[src/rtl/video_timing_gen.sv]
// Raster timing generator: counts pixel clocks into sync, data-enable and frame
// markers, and requests pixel coordinates one cycle ahead of the active window.
module video_timing_gen #(
  parameter logic [10:0] H_SYNC   = 11'd40,
  parameter logic [10:0] H_BACK   = 11'd220,
  parameter logic [10:0] H_DISP   = 11'd1280,
  parameter logic [10:0] H_FRONT  = 11'd110,
  parameter logic [10:0] V_SYNC   = 11'd5,
  parameter logic [10:0] V_BACK   = 11'd20,
  parameter logic [10:0] V_DISP   = 11'd720,
  parameter logic [10:0] V_FRONT  = 11'd5,
  parameter logic        SYNC_POL = 1'b1
) (
  input  logic        pixel_clk,
  input  logic        sys_rst,
  input  logic [23:0] pixel_data,
  output logic [10:0] pixel_xpos,
  output logic [10:0] pixel_ypos,
  output logic        data_req,
  output logic        video_hs,
  output logic        video_vs,
  output logic        video_de,
  output logic [23:0] video_rgb,
  output logic        frame_start
);

  localparam int unsigned CNT_W = 11;

  localparam logic [CNT_W-1:0] H_TOTAL  = H_SYNC + H_BACK + H_DISP + H_FRONT;
  localparam logic [CNT_W-1:0] V_TOTAL  = V_SYNC + V_BACK + V_DISP + V_FRONT;
  localparam logic [CNT_W-1:0] H_LAST   = H_TOTAL - CNT_W'(1);
  localparam logic [CNT_W-1:0] V_LAST   = V_TOTAL - CNT_W'(1);
  localparam logic [CNT_W-1:0] H_START  = H_SYNC + H_BACK;
  localparam logic [CNT_W-1:0] V_START  = V_SYNC + V_BACK;
  // Requests lead the display window by one pixel to cover the source latency
  localparam logic [CNT_W-1:0] REQ_H_LO = H_START - CNT_W'(1);
  localparam logic [CNT_W-1:0] REQ_H_HI = H_START + H_DISP - CNT_W'(1);
  localparam logic [CNT_W-1:0] REQ_V_LO = V_START;
  localparam logic [CNT_W-1:0] REQ_V_HI = V_START + V_DISP;

  logic [CNT_W-1:0] h_cnt;
  logic [CNT_W-1:0] v_cnt;
  logic             h_in;
  logic             v_in;

  // Pixel and line counters; reset aborts the frame in place
  always_ff @(posedge pixel_clk) begin
    if (sys_rst) begin
      h_cnt <= '0;
      v_cnt <= '0;
    end else if (h_cnt == H_LAST) begin
      h_cnt <= '0;
      v_cnt <= (v_cnt == V_LAST) ? '0 : v_cnt + CNT_W'(1);
    end else begin
      h_cnt <= h_cnt + CNT_W'(1);
    end
  end

  // Request window and coordinates, held at zero outside the window
  always_comb begin
    h_in       = (h_cnt >= REQ_H_LO) && (h_cnt < REQ_H_HI);
    v_in       = (v_cnt >= REQ_V_LO) && (v_cnt < REQ_V_HI);
    data_req   = h_in && v_in;
    pixel_xpos = '0;
    pixel_ypos = '0;
    if (data_req) begin
      pixel_xpos = h_cnt - REQ_H_LO;
      pixel_ypos = v_cnt - REQ_V_LO;
    end
  end

  // Sync, enable and frame marker all lag the counters by one cycle
  always_ff @(posedge pixel_clk) begin
    if (sys_rst) begin
      video_hs    <= ~SYNC_POL;
      video_vs    <= ~SYNC_POL;
      video_de    <= 1'b0;
      frame_start <= 1'b0;
    end else begin
      video_hs    <= (h_cnt < H_SYNC) ? SYNC_POL : ~SYNC_POL;
      video_vs    <= (v_cnt < V_SYNC) ? SYNC_POL : ~SYNC_POL;
      video_de    <= data_req;
      frame_start <= (h_cnt == '0) && (v_cnt == '0);
    end
  end

  assign video_rgb = video_de ? pixel_data : '0;

endmodule
[config.mk]
export PLATFORM = sky130hd
export DESIGN_NAME = video_timing_gen
export DESIGN_NICKNAME = d
export VERILOG_FILES = /design/src/rtl/video_timing_gen.sv
export SDC_FILE = /design/constraint.sdc
export NUM_CORES = 1
export LEC_CHECK = 0
export BUFFER_PORTS_ARGS = -buffer_cell sky130_fd_sc_hd__buf_4
export CAP_MARGIN = 30
export CORE_MARGIN = 4
export CORE_UTILIZATION = 30
export CTS_BUF_LIST = sky130_fd_sc_hd__clkbuf_4
export CTS_CLUSTER_SIZE = 8
export DETAILED_ROUTE_END_ITERATION = 8
export GPL_TIMING_DRIVEN = 0
export PLACE_DENSITY = 0.64
export RECOVER_POWER = 100
export SLEW_MARGIN = 20
export SYNTH_ARGS = -nofsm -noshare
export SYNTH_HDL_FRONTEND = slang
export SYNTH_SLANG_ARGS = --single-unit
[constraint.sdc]
create_clock -name pixel_clk -period 5.9 [get_ports pixel_clk]
set_input_delay 1.77 -clock pixel_clk [delete_from_list [all_inputs] [get_ports pixel_clk]]
set_output_delay 1.77 -clock pixel_clk [all_outputs]
set_load 0.05 [all_outputs]
==> metrics.csv, run 1 <==
metric,value,unit
final.min_clock_period,4.74,ns
ctsHoldBuffers,0,
fin_util,38.3,%
place_ws,1.89,ns
fin_ws,1.16,ns
path_max_fanout,10,
netlist_top_cells_count,"nor2_1 (48), dfxtp_1 (26), and2_1 (25)",
clock-sinks,26,
grt_usage,13.3,%
total_power,319,uW
grt_use_met3,2.98,%
synth.most_common_cell,nor2_1,
p_per_area,132,nW/um^2
p_leak,1.01,nW
hold_class,register to register,
synth_largest_area_cell,dfxtp_1,
min_period_over_period,80.4,%
gr-total-overflow,0,
run_status,"finished, final reports clean",
antenna_found_initial,0,
dieArea,7850,sq um
clkLatencyLatePin,0.34,ns
layout-drive-gt1-share,11.4,%
skew,0.0199,ns
synth_area,1950,sq um
seq_area_frac_synth,26.7,%
die_h,88.6,um
crit_top_cell,clkbuf_1,
ys.flop_type,dfxtp_1,
setup_viol,0,
postCtsSetupRepairBufs,0,
synthCells,271,
grt.busiest_layer,met2,
slew_violations,0,
core,6310,sq um
cp_top_family,compound AO/OA/AOI/OAI gates,
grt_pass1_wl,8490,um
ys_top_cells_by_area,"dfxtp_1 (27%), nor2_1 (9.2%), and2_1 (8.0%)",
synth_fp_nets,304,
hpwl,4350,um
synth_async_sr_flop_share,0,%
worst_r2r_path_depth,7,
syn2layout_area_growth,24.0,%
fin_nets,384,
yosys.area.top_type_share,26.7,%
crit_slowest_cell,a211oi_1,
drtPass1Iterations,4,
cts_made_buffers,3,
grt_use_met2,21.7,%
reg2reg_to,video_de,
die_x,88.6,um
wirelength,5490,um
min_to,v_cnt[10],
syn_avg_cell_area,7.19,sq um
crit_path_max_incr_delay,0.59,ns
maxCapViolations,0,
htree_levels,1,
hold_viol_final,0,
rows,29,
gr-usage-met1,17.9,%
io_pins,77,
worst_pin_slew,0.680,ns
cts_tree,done,
crit_arrival,2.97,ns
yosys_warnings,0,
tns,0,ns
min-delay-start,v_cnt[10],
vias_per_cell,4.86,
critical_path_class,register to output port,
critPathCaptureType,output port,
crit_required,4.13,ns
crit_path_start_kind,register,
routed-via-count,2076,
gp_congestion,0.842,
cts_resized,0,
synth-seq-cells,26,
worst_slew_margin_rel,54.4,%
antenna_left,0,
r2r_slack,3.53,ns
portBuffers,75,
path_cells,clkbuf_1 -> a211oi_1 -> a31oi_1 -> a21oi_1 -> nand3b_2 -> clkbuf_1 -> nor2_1 -> clkbuf_1,
grt_max_degree,15,
grt_pass1_vias,1832,
whs_path_depth,1,
vdd.ir_drop.worst,0.0000660,V
diodes,0,
synthDistinctLibCells,41,
drc_errors,0,
fillers,703,
synth_edf_count,0,
cts_root_buffer,clkbuf_4,
rsz0062_at_grt,no,
start_util,30.9,%
drt_iter0_drc,89,
clock.fmax,211,MHz
critPathBufInv,3,
clk_pin_slew_worst_paths,0.16,ns
clockBufferDepth,2,
r2r-start,h_cnt[3],
wl_per_cell,12.9,um
cells by family (layout without fill, tap and decap cells):
group / after synthesis / in the layout / synth area share [%]
AND/OR/NAND/NOR: 147 / 147 / 38.3
AO/OA/AOI/OAI: 36 / 36 / 11.3
buffers and inverters: 31 / 110 / 8.03
flip-flops: 26 / 26 / 26.7
XOR/XNOR: 23 / 23 / 10.3
adder cells (fa/ha/maj): 7 / 7 / 4.50
multiplexers: 1 / 1 / 0.770
cells in the final DEF (no fill, tap or decap), drive strengths merged, types with 7 or more instances in the layout:
| cell | instances |
|---|---|
| clkbuf | 70 |
| nor2 | 48 |
| buf | 30 |
| dfxtp | 26 |
| and2 | 26 |
| nand2 | 24 |
| xnor2 | 16 |
| nand3 | 13 |
| o21ai | 11 |
| a21oi | 10 |
| inv | 9 |
| nor3 | 7 |
| xor2 | 7 |
| ha | 7 |
power by group:
part / internal, mW / switching (mW) / leakage, nW / total [mW]
logic: 0.0230 / 0.0303 / 0.780 / 0.0533
registers: 0.180 / 0.00233 / 0.211 / 0.182
clock network: 0.0249 / 0.0588 / 0.0154 / 0.0837
total: 0.228 / 0.0914 / 1.01 / 0.319
layout make-up:
class,instances,area [sq um],share of cell area [%]
Buffer,22,101,4.19
Clock buffer,3,22.5,0.932
Clock inverter,1,3.75,0.155
Inverter,9,33.8,1.40
Multi-Input combinational cell,214,1260,52.3
Sequential cell,26,520,21.5
Tap cell,77,96.3,3.99
Timing Repair Buffer,75,375,15.5
how the worst max path moves through the flow:
stage	slack (ns)	cells after the start	end	from
2_1_floorplan	1.75	6	pixel_ypos[10]	h_cnt[2]
3_5_place_dp	1.89	3	video_rgb[23]	pixel_data[23]
3_3_place_gp	1.90	3	video_rgb[23]	pixel_data[23]
6_report	1.16	8	pixel_xpos[2]	h_cnt[3]
4_1_cts	1.50	8	pixel_xpos[2]	h_cnt[3]
5_1_grt	0.85	8	pixel_xpos[9]	h_cnt[3]
routing by layer:
layer,vias up,share of wire (%)
met4,0,1.1
met1,914,46
met5,-,0
met3,5,11
met2,93,42
li1,1064,-
metrics by stage:
step	instance area, sq um	hold WS [ns]	cells
2_1_floorplan	1950	0.468	271
4_1_cts	2630	0.536	427
3_3_place_gp	2610	0.492	423
5_1_grt	2420	0.567	427
6_report	2420	0.532	427
3_5_place_dp	2610	0.505	423
sequential cells by signal (all words and copies together) (netlist names):
signal,count
video_de,1
video_vs,1
v_cnt,11
h_cnt,11
video_hs,1
frame_start,1
worst reg2reg max path: cells and delay by family, from the launching register on:
| kind | cells | cell delay (ns) |
|---|---|---|
| flops | 1 | 0.33 |
| buf+inv | 2 | 0.63 |
| simple gates | 3 | 0.37 |
| compound gates | 2 | 0.94 |
Power figures use the tool's default switching activity.
==> inputs of run 2 (changes only) <==
Settings changed: PLACE_DENSITY 0.64 to 0.66.
Clock period 5.9 ns to 4.09 ns, I/O delays scaled along.
==> run 2 against run 1 <==
Net effect:
- core utilization increased by 0.87 points
- register-to-register slack got worse by 2.0 ns
- sequential power rose by 45%
- first-iteration DRC count grew 120%
- global-route usage up 0.52 points
- sequential cell count stayed put
- routed wire length increased by 1.7%
- total power up 43%
- count of clock-buffer cells in the layout unchanged
- clock skew shrank 0.017 ns
- combinational power rose by 45%
- non-clock buffer count did not move
- largest cell class unchanged
- largest power group unchanged
==> metrics.csv, run 2 (synthesized netlist as in run 1, its figures left out) <==
metric,value,unit,change
power_switching_share,28.2,%,-0.42 points
clock.fmax,254,MHz,
antenna_left,0,,unchanged
clk_pin_slew_worst_paths,0.15,ns,about the same
p_leak,1.09,nW,+8.2%
hold_viol_final,0,,unchanged
reg_top3,"h_cnt: 11 flops, v_cnt: 11 flops",,
clockBufferDepth,2,,unchanged
worst_slew_margin_rel,43.1,%,-11 points
critPathCaptureType,output port,,
crit_arrival,2.71,ns,-0.26 ns
drc_errors,0,,unchanged
rows,29,,unchanged
tns,0,ns,unchanged
drtPass1Iterations,4,,unchanged
crit_required,2.86,ns,-1.27 ns
maxCapViolations,0,,unchanged
diodes,0,,unchanged
ctsHoldBuffers,0,,unchanged
skew,0.00242,ns,-0.0175 ns
vdd.ir_drop.worst,0.0000910,V,+38%
wl_per_cell,13.1,um,+1.7%
critical_path_class,register to output port,,
cts_tree,done,,
die_h,88.6,um,unchanged
grt_max_degree,15,,unchanged
syn2layout_area_growth,26.8,%,
cts_made_buffers,3,,unchanged
p_per_area,185,nW/um^2,+40%
drt_iter0_drc,193,,+120%
grt_usage,13.8,%,+0.52 points
pwr-share-seq,57.3,%,+0.2 points
antenna_found_initial,0,,unchanged
total_power,458,uW,+43%
layout-drive-gt1-share,17.7,%,+6.3 points
p_switching,129,uW,+41%
cts_resized,0,,unchanged
final_cell_mix,"nor2_1 (48), clkbuf_1 (43), buf_4 (29)",,
postCtsSetupRepairBufs,0,,unchanged
die_x,88.6,um,unchanged
rsz0062_at_grt,no,,
gp_congestion,0.862,,+2.4%
fin_nets,384,,unchanged
dieArea,7850,sq um,unchanged
hpwl,4310,um,-1.0%
worst_pin_slew,0.846,ns,+0.166 ns
io_pins,77,,unchanged
cts_root_buffer,clkbuf_4,,
hold_class,register to register,,
vias_per_cell,4.88,,+0.43%
fillers,697,,-0.85%
htree_levels,1,,unchanged
core,6310,sq um,unchanged
run_status,"finished, final reports clean",,
final.min_clock_period,3.94,ns,
clock-sinks,26,,unchanged
grt_pass1_wl,8610,um,+1.5%
clkLatencyLatePin,0.33,ns,about the same
path_max_fanout,10,,unchanged
wirelength,5580,um,+1.7%
portBuffers,75,,unchanged
comb_power_share,16.9,%,+0.2 points
slew_violations,0,,unchanged
setup_viol,0,,unchanged
crit_path_start_kind,register,,
gr-total-overflow,0,,unchanged
grt_pass1_vias,1874,,+2.3%
final_common_cell,nor2_1,,
clkPwrFrac,25.7,%,-0.5 points
intPower,329,uW,+44%
start_util,30.9,%,unchanged
routed-via-count,2085,,+0.43%
min_period_over_period,96.3,%,
==> run 2: cell count changes in the layout (fill, tap and decap cells not counted) <==
cell	delta
nor4_1	+1
clkbuf_4	+10
buf_6	-1
buf_4	+4
mux2_1	+1
a41oi_1	-1
a41oi_2	+1
clkbuf_1	-23
nor4_2	-1
mux2_4	-1
clkbuf_2	+4
buf_2	+6
==> run 2: power groups by stage <==
| stage | clock, mW | combinational, mW | sequential (mW) |
|---|---|---|---|
| 4_1_cts | 0.126 | 0.0805 | 0.263 |
| 2_1_floorplan | 0 | 0.0409 | 0.276 |
| 3_3_place_gp | 0 | 0.0803 | 0.268 |
| 6_report | 0.118 | 0.0775 | 0.263 |
| 3_5_place_dp | 0 | 0.0803 | 0.268 |
| 5_1_grt | 0.138 | 0.0851 | 0.264 |
==> run 2: worst paths after layout <==
path / from / to / slack, ns / depth (start not counted)
worst max-delay path: h_cnt[3] / pixel_xpos[3] / 0.15 / 8
worst min-delay path: h_cnt[0] / h_cnt[0] / 0.54 / 1
worst max register to register: h_cnt[4] / v_cnt[6] / 1.57 / 6
worst min register to register: h_cnt[0] / h_cnt[0] / 0.54 / 1
==> run 2: per-stage QoR <==
step                worst slack [ns]  util, %  std cells  cell area, sq um  hold WS (ns)
detailed placement             0.616     41.3        423              2610         0.503
finish                         0.152     39.1        427              2470         0.539
floorplan                      0.483        -        271              1950         0.468
global route                  0.0286     39.1        427              2470         0.582
CTS                            0.203     41.7        427              2630         0.538
global placement               0.597     41.3        423              2610         0.495
==> run 2: critical path, cell delays in order (launching register included) <==
cell and delay, ns:
dfxtp_1 0.32, clkbuf_1 0.19, a211oi_1 0.60, a31oi_1 0.22, a21oi_1 0.25, nand3b_2 0.18
buf_2 0.24, nor2_1 0.16, buf_4 0.22
==> run 2: final cells by class <==
cell class,instances,area (sq um),area share (%)
Multi-Input combinational cell,214,1260,51.0
Buffer,22,98.8,4.00
Clock buffer,3,22.5,0.911
Timing Repair Buffer,75,435,17.6
Tap cell,77,96.3,3.90
Inverter,9,33.8,1.37
Clock inverter,1,3.75,0.152
Sequential cell,26,520,21.1
==> run 2: metal layers <==
layer	vias to the layer above	global-route usage [%]	part of all wire, %
li1	1061	-	-
met1	930	17.9	46
met2	89	23.4	43
met3	5	2.33	10
met4	0	4.12	1.3
met5	-	0	0
